**config.mk**
```make
export PLATFORM = sky130hd
export DESIGN_NAME = rc4_encryptor
export DESIGN_NICKNAME = d
export VERILOG_FILES = /design/src/rtl/rc4_encryptor.sv
export SDC_FILE = /design/constraint.sdc
export NUM_CORES = 1
export LEC_CHECK = 0
export ABC_AREA = 1
export BUFFER_PORTS_ARGS = -buffer_cell sky130_fd_sc_hd__buf_4
export CAP_MARGIN = 20
export CORE_MARGIN = 10
export CORE_UTILIZATION = 53
export DETAILED_ROUTE_END_ITERATION = 8
export GPL_ROUTABILITY_DRIVEN = 0
export PLACE_DENSITY = 0.82
export REMOVE_ABC_BUFFERS = 1
export SYNTH_ARGS = -nofsm -noshare
export SYNTH_HDL_FRONTEND = slang
export SYNTH_SLANG_ARGS = --single-unit
```
**constraint.sdc**
```tcl
create_clock -name clk -period 7.6 [get_ports clk]
set_input_delay 0.76 -clock clk [delete_from_list [all_inputs] [get_ports clk]]
set_output_delay 0.76 -clock clk [all_outputs]
set_load 0.005 [all_outputs]
```
**src/rtl/rc4_encryptor.sv**
```systemverilog
// RC4 encryptor: S init, key schedule and keystream XOR of a plaintext ROM into a ciphertext RAM.
// Optional build macro RC4_PLAINTEXT_CHECK_EN adds bad_char and stops on non [a-z ] plaintext.
module rc4_encryptor #(
  parameter int MESSAGE_LENGTH = 32,
  parameter int KEY_LENGTH     = 3,
  parameter int MSG_ADDR_W     = 5
) (
  input  logic                    clk,
  input  logic                    rst,
  input  logic                    start,
  input  logic [8*KEY_LENGTH-1:0] key,
  input  logic [7:0]              q_s,
  input  logic [7:0]              q_p,
  output logic [7:0]              address_s,
  output logic [7:0]              data_s,
  output logic                    wren_s,
  output logic [MSG_ADDR_W-1:0]   address_p,
  output logic [MSG_ADDR_W-1:0]   address_e,
  output logic [7:0]              data_e,
  output logic                    wren_e,
  output logic                    busy,
`ifdef RC4_PLAINTEXT_CHECK_EN
  output logic                    bad_char,
`endif
  output logic                    done
);

  localparam int KEY_W = 8 * KEY_LENGTH;
  localparam logic [MSG_ADDR_W-1:0] LAST_K = MSG_ADDR_W'(MESSAGE_LENGTH - 1);

  typedef enum logic [4:0] {
    IDLE, INIT_S,
    KSA_RD_I, KSA_WAIT_I, KSA_J, KSA_WAIT_J, KSA_WR_J, KSA_WR_I,
    PRGA_RD_I, PRGA_WAIT_I, PRGA_J, PRGA_WAIT_J, PRGA_WR_J, PRGA_WR_I,
    PRGA_RD_F, PRGA_WAIT_F, PRGA_WR_E, DONE
  } state_t;

  state_t                  state_r, state_nxt_s;
  logic [7:0]              i_r, i_nxt_s;
  logic [7:0]              j_r, j_nxt_s;
  logic [MSG_ADDR_W-1:0]   k_r, k_nxt_s;
  logic [7:0]              si_r, si_nxt_s;
  logic [7:0]              sj_r, sj_nxt_s;
  logic [KEY_W-1:0]        key_r, key_nxt_s;
  logic [7:0]              address_s_nxt_s, data_s_nxt_s, data_e_nxt_s;
  logic [MSG_ADDR_W-1:0]   address_p_nxt_s, address_e_nxt_s;
  logic                    wren_s_nxt_s, wren_e_nxt_s, busy_nxt_s, done_nxt_s;
  logic                    accept_s;
  logic [7:0]              ksa_j_s, prga_j_s;

  // key_r rotates one byte per KSA step, so its top byte is always key[i mod KEY_LENGTH]
  assign ksa_j_s  = j_r + q_s + key_r[KEY_W-1 -: 8];
  assign prga_j_s = j_r + q_s;
  assign accept_s = start & ((state_r == IDLE) | ((state_r == DONE) & done));

`ifdef RC4_PLAINTEXT_CHECK_EN
  logic bad_char_nxt_s;

  function automatic logic is_plain_char(input logic [7:0] c);
    return ((c >= 8'h61) && (c <= 8'h7A)) || (c == 8'h20);
  endfunction
`endif

  // Next-state and next-output logic for the three RC4 phases
  always_comb begin
    state_nxt_s     = state_r;
    i_nxt_s         = i_r;
    j_nxt_s         = j_r;
    k_nxt_s         = k_r;
    si_nxt_s        = si_r;
    sj_nxt_s        = sj_r;
    key_nxt_s       = key_r;
    address_s_nxt_s = address_s;
    data_s_nxt_s    = data_s;
    wren_s_nxt_s    = 1'b0;
    address_p_nxt_s = address_p;
    address_e_nxt_s = address_e;
    data_e_nxt_s    = data_e;
    wren_e_nxt_s    = 1'b0;
    busy_nxt_s      = busy;
    done_nxt_s      = done;
`ifdef RC4_PLAINTEXT_CHECK_EN
    bad_char_nxt_s  = bad_char;
`endif
    if (accept_s) begin
      key_nxt_s   = key;
      busy_nxt_s  = 1'b1;
      done_nxt_s  = 1'b0;
      i_nxt_s     = 8'd0;
      j_nxt_s     = 8'd0;
      k_nxt_s     = '0;
`ifdef RC4_PLAINTEXT_CHECK_EN
      bad_char_nxt_s = 1'b0;
`endif
      state_nxt_s = INIT_S;
    end else begin
      case (state_r)
        IDLE: state_nxt_s = IDLE;
        INIT_S: begin
          address_s_nxt_s = i_r;
          data_s_nxt_s    = i_r;
          wren_s_nxt_s    = 1'b1;
          i_nxt_s         = i_r + 8'd1;
          if (i_r == 8'd255) begin
            j_nxt_s     = 8'd0;
            state_nxt_s = KSA_RD_I;
          end else begin
            state_nxt_s = INIT_S;
          end
        end
        KSA_RD_I: begin
          address_s_nxt_s = i_r;
          state_nxt_s     = KSA_WAIT_I;
        end
        KSA_WAIT_I: state_nxt_s = KSA_J;
        KSA_J: begin
          si_nxt_s        = q_s;
          j_nxt_s         = ksa_j_s;
          address_s_nxt_s = ksa_j_s;
          key_nxt_s       = {key_r[KEY_W-9:0], key_r[KEY_W-1 -: 8]};
          state_nxt_s     = KSA_WAIT_J;
        end
        KSA_WAIT_J: state_nxt_s = KSA_WR_J;
        KSA_WR_J: begin
          sj_nxt_s        = q_s;
          address_s_nxt_s = j_r;
          data_s_nxt_s    = si_r;
          wren_s_nxt_s    = 1'b1;
          state_nxt_s     = KSA_WR_I;
        end
        KSA_WR_I: begin
          address_s_nxt_s = i_r;
          data_s_nxt_s    = sj_r;
          wren_s_nxt_s    = 1'b1;
          if (i_r == 8'd255) begin
            i_nxt_s     = 8'd1;
            j_nxt_s     = 8'd0;
            k_nxt_s     = '0;
            state_nxt_s = PRGA_RD_I;
          end else begin
            i_nxt_s     = i_r + 8'd1;
            state_nxt_s = KSA_RD_I;
          end
        end
        PRGA_RD_I: begin
          address_s_nxt_s = i_r;
          state_nxt_s     = PRGA_WAIT_I;
        end
        PRGA_WAIT_I: state_nxt_s = PRGA_J;
        PRGA_J: begin
          si_nxt_s        = q_s;
          j_nxt_s         = prga_j_s;
          address_s_nxt_s = prga_j_s;
          state_nxt_s     = PRGA_WAIT_J;
        end
        PRGA_WAIT_J: state_nxt_s = PRGA_WR_J;
        PRGA_WR_J: begin
          sj_nxt_s        = q_s;
          address_s_nxt_s = j_r;
          data_s_nxt_s    = si_r;
          wren_s_nxt_s    = 1'b1;
          state_nxt_s     = PRGA_WR_I;
        end
        PRGA_WR_I: begin
          address_s_nxt_s = i_r;
          data_s_nxt_s    = sj_r;
          wren_s_nxt_s    = 1'b1;
          state_nxt_s     = PRGA_RD_F;
        end
        PRGA_RD_F: begin
          address_s_nxt_s = si_r + sj_r;
          address_p_nxt_s = k_r;
          state_nxt_s     = PRGA_WAIT_F;
        end
        PRGA_WAIT_F: state_nxt_s = PRGA_WR_E;
        PRGA_WR_E: begin
`ifdef RC4_PLAINTEXT_CHECK_EN
          if (!is_plain_char(q_p)) begin
            bad_char_nxt_s = 1'b1;
            busy_nxt_s     = 1'b0;
            done_nxt_s     = 1'b1;
            state_nxt_s    = DONE;
          end else
`endif
          begin
            address_e_nxt_s = k_r;
            data_e_nxt_s    = q_s ^ q_p;
            wren_e_nxt_s    = 1'b1;
            i_nxt_s         = i_r + 8'd1;
            k_nxt_s         = k_r + MSG_ADDR_W'(1);
            if (k_r == LAST_K) begin
              state_nxt_s = DONE;
            end else begin
              state_nxt_s = PRGA_RD_I;
            end
          end
        end
        DONE: begin
          busy_nxt_s  = 1'b0;
          done_nxt_s  = 1'b1;
          state_nxt_s = DONE;
        end
        default: state_nxt_s = IDLE;
      endcase
    end
  end

  // State, datapath and output registers with synchronous reset
  always_ff @(posedge clk) begin
    if (rst) begin
      state_r   <= IDLE;
      i_r       <= 8'd0;
      j_r       <= 8'd0;
      k_r       <= '0;
      si_r      <= 8'd0;
      sj_r      <= 8'd0;
      key_r     <= '0;
      address_s <= 8'd0;
      data_s    <= 8'd0;
      wren_s    <= 1'b0;
      address_p <= '0;
      address_e <= '0;
      data_e    <= 8'd0;
      wren_e    <= 1'b0;
      busy      <= 1'b0;
      done      <= 1'b0;
`ifdef RC4_PLAINTEXT_CHECK_EN
      bad_char  <= 1'b0;
`endif
    end else begin
      state_r   <= state_nxt_s;
      i_r       <= i_nxt_s;
      j_r       <= j_nxt_s;
      k_r       <= k_nxt_s;
      si_r      <= si_nxt_s;
      sj_r      <= sj_nxt_s;
      key_r     <= key_nxt_s;
      address_s <= address_s_nxt_s;
      data_s    <= data_s_nxt_s;
      wren_s    <= wren_s_nxt_s;
      address_p <= address_p_nxt_s;
      address_e <= address_e_nxt_s;
      data_e    <= data_e_nxt_s;
      wren_e    <= wren_e_nxt_s;
      busy      <= busy_nxt_s;
      done      <= done_nxt_s;
`ifdef RC4_PLAINTEXT_CHECK_EN
      bad_char  <= bad_char_nxt_s;
`endif
    end
  end

endmodule
```
==> run_results.csv <==
group,metric,value,unit
drt,wl,15.1,mm
sta,maxSlewHeadroom,33.5,%
sta,post-route-period-util,37.5,%
global_route,grt_util_met1,24.3,%
sta,setup-violations-final,0,
floorplanning,ios,81,
clock_network,htree_levels,3,
drt,ant_nets,0,
finish,layout.nets,939,
global_route,grt_util_met3,4.78,%
clock_network,cts_tree,"done",
yosys,synth_area,0.00559,mm²
run,cap_violations,0,
drt,vias_per_cell,5.55,
drt,drcViolationCount,0,
critical_path,worstPathCellList,"buf_4 -> ha_1 -> fa_1 -> nand3_1 -> nand2_1 -> nand3_1 -> nand3b_1 -> and2_1 -> ha_1 -> a21o_1 -> nor2_1 -> o21ai_0 -> nand3_1 -> nand3_1 -> nand3_1 -> a21oi_1",
global_route,grt_usage,20.3,%
sta,skew,13.0,ps
critical_path,slowest_delay,400,ps
drt,drt_pre_antenna_iters,5,
finish,drive_above_1_share,15.3,%
drt,drt_iter0_drc,432,
floorplanning,coreArea,0.0103,mm²
sta,rsz0062_at_grt,"no",
global_route,grt_pass1_vias,5316,
sta,worst_slew_pin_slew,996,ps
finish,syn2layout_area_growth,15.7,%
place,io_buffers,80,
clock_network,ctsResizeCount,0,
critical_path,worstPathArrival,3100,ps
sta,max_freq,0.351,GHz
yosys,syn_inst,801,
yosys,synthDistinctLibCells,36,
run_status,status,"finished clean",
critical_path,critPathCaptureType,"flip-flop",
global_route,use_met2,34.9,%
place,dp_cells,994,
yosys,yosysWarnings,0,
critical_path,path_max_fanout,4,
yosys,synth_area_leaders,"dfxtp_1, nand2_1, o21ai_0, ha_1, a21oi_1",
place,hpwl,11.2,mm
finish,finalNonFillerCells,1010,
clock_network,cts.path.max_buffers,2,
global_route,top_usage_layer,"met2",
critical_path,cp.required,7850,ps
critical_path,worstSetupStartpointType,"input pin",
clock_network,path_clk_slew,110,ps
clock_network,post-cts-setup-buffer-count,0,
floorplanning,die_y,123,µm
sta,maxSlewViolCount,0,
yosys,synth_ff_type,"dfxtp_1",
yosys,ys_seq_area_share,37.3,%
power_and_ir_drop,p_leak,2.88,nW
yosys,async_reset_ff_share,0,%
yosys,synth.largest_area_cell,"dfxtp_1",
floorplanning,die_width,123,µm
floorplanning,num_rows,37,
drt,wire_per_inst,14.9,µm
yosys,avgSynthCellArea,6.98,µm²
finish,antenna_cells,0,
clock_network,cts_inserted_buffers,9,
yosys,synth_commonest_cells,"nand2_1, dfxtp_1, o21ai_0, inv_1, nor2_1",
min_path,hold_path.class,"flip-flop to flip-flop",
critical_path,critPathKind,"input pin to flip-flop",
floorplanning,start_util,54.4,%
global_route,grt_max_degree,42,
yosys,synth-seq-cells,104,
sta,hold_viol,0,
global_route,grt_overflow,0,
sta,finalSetupTns,0,ps
clock_network,clk_latency,380,ps
critical_path,crit_family,"adder cells",
critical_path,crit_buf_inv,1,
clock_network,cts_sinks,104,
sta,fin_crit,2850,ps
global_route,antenna_found_initial,0,
clock_network,cts_hold_buf,0,
clock_network,root_buffer,"clkbuf_8",
critical_path,crit_path_top_delay_cell,"fa_1",
power_and_ir_drop,pwr_density_cell,172,mW/mm²
power_and_ir_drop,peakVddDrop,0.154,mV
floorplanning,dieArea,0.0151,mm²
yosys,yosysMostFrequentCell,"nand2_1",
drt,num_vias,5609,
finish,utilization,62.9,%
sta,hold-worst-slack,469,ps
global_route,grt_pass1_wl,25.1,mm
yosys,synth-edff-count,0,
critical_path,crit_top_cell,"nand3_1",
yosys,synth_top_area_share,37.3,%
[power breakdown]
part / switching [mW] / total, mW / internal [mW] / leakage [nW]
Sequential: 0.0147 / 0.579 / 0.565 / 0.846
Clock: 0.213 / 0.350 / 0.136 / 0.0982
Combinational: 0.107 / 0.182 / 0.0746 / 1.93
[flip-flops by register name (all words and copies together) (netlist names)]
signal / count
data_e: 8
j_r: 8
wren_s: 1
address_e: 5
address_p: 5
key_r: 24
address_s: 8
data_s: 8
wren_e: 1
sj_r: 8
i_r: 8
busy: 1
state_r: 5
done: 1
si_r: 8
k_r: 5
[worst paths after layout]
path              slack (ps)      start            to  depth (start not counted)
setup / recovery        4750     q_s[0]  address_s[7]                         16
hold reg to reg          470  data_e[2]     data_e[2]                          2
hold / removal           470  data_e[2]     data_e[2]                          2
setup reg to reg        4930     j_r[0]  address_s[7]                         15
[tightest hold or removal path, delay by kind of cell (launching register included)]
| family | cells | cell delay (ps) |
|---|---|---|
| flip-flops | 1 | 330 |
| AND/OR/NAND/NOR | 1 | 60 |
| AO/OA/AOI/OAI | 1 | 50 |
[final cells by class]
cell class              count  area (µm²)
fillers                   944        3810
multi-input cells         599        3120
inverters                  73         279
flip-flops and latches    104        2080
clock buffers              10         138
repair buffers             82         616
well taps                 136         170
clock inverters             6        61.3
[metrics by stage]
stage	area, µm²	power [mW]	worst slack, ps
floorplan	5480	0.701	4720
global placement	6270	0.769	4420
detailed placement	6270	0.772	4350
CTS	6470	1.12	4760
global route	6470	1.16	4520
finish	6470	1.11	4750
[routing by layer]
layer / wire, µm / vias to the layer above
li1: - / 2806
met1: 6400 / 2562
met2: 7140 / 209
met3: 1160 / 32
met4: 350 / 0
met5: 0 / -
[layout by cell type (no fill, tap or decap), drive strengths merged, types with 4 or more instances in the layout]
master and n:
nand2 230, dfxtp 104, buf 82, inv 76
o21ai 73, nor2 69, a21oi 57, nand3 38
a31oi 36, ha 24, nor3 15, xor2 13
clkbuf 10, nand4 7, xnor2 6, nand3b 4
o211ai 4, or2 4
[cells by family (layout without fill, tap and decap cells)]
group                    after synthesis  count (layout)  synth area share (%)
buffers and inverters                 98             171                  6.90
adder cells (fa/ha/maj)               27              27                  6.45
AND/OR/NAND/NOR                      370             370                  28.2
XOR/XNOR                              19              19                  2.98
flip-flops                           104             104                  37.3
AO/OA/AOI/OAI                        183             183                  18.2
(Power assumes the default switching activity.)
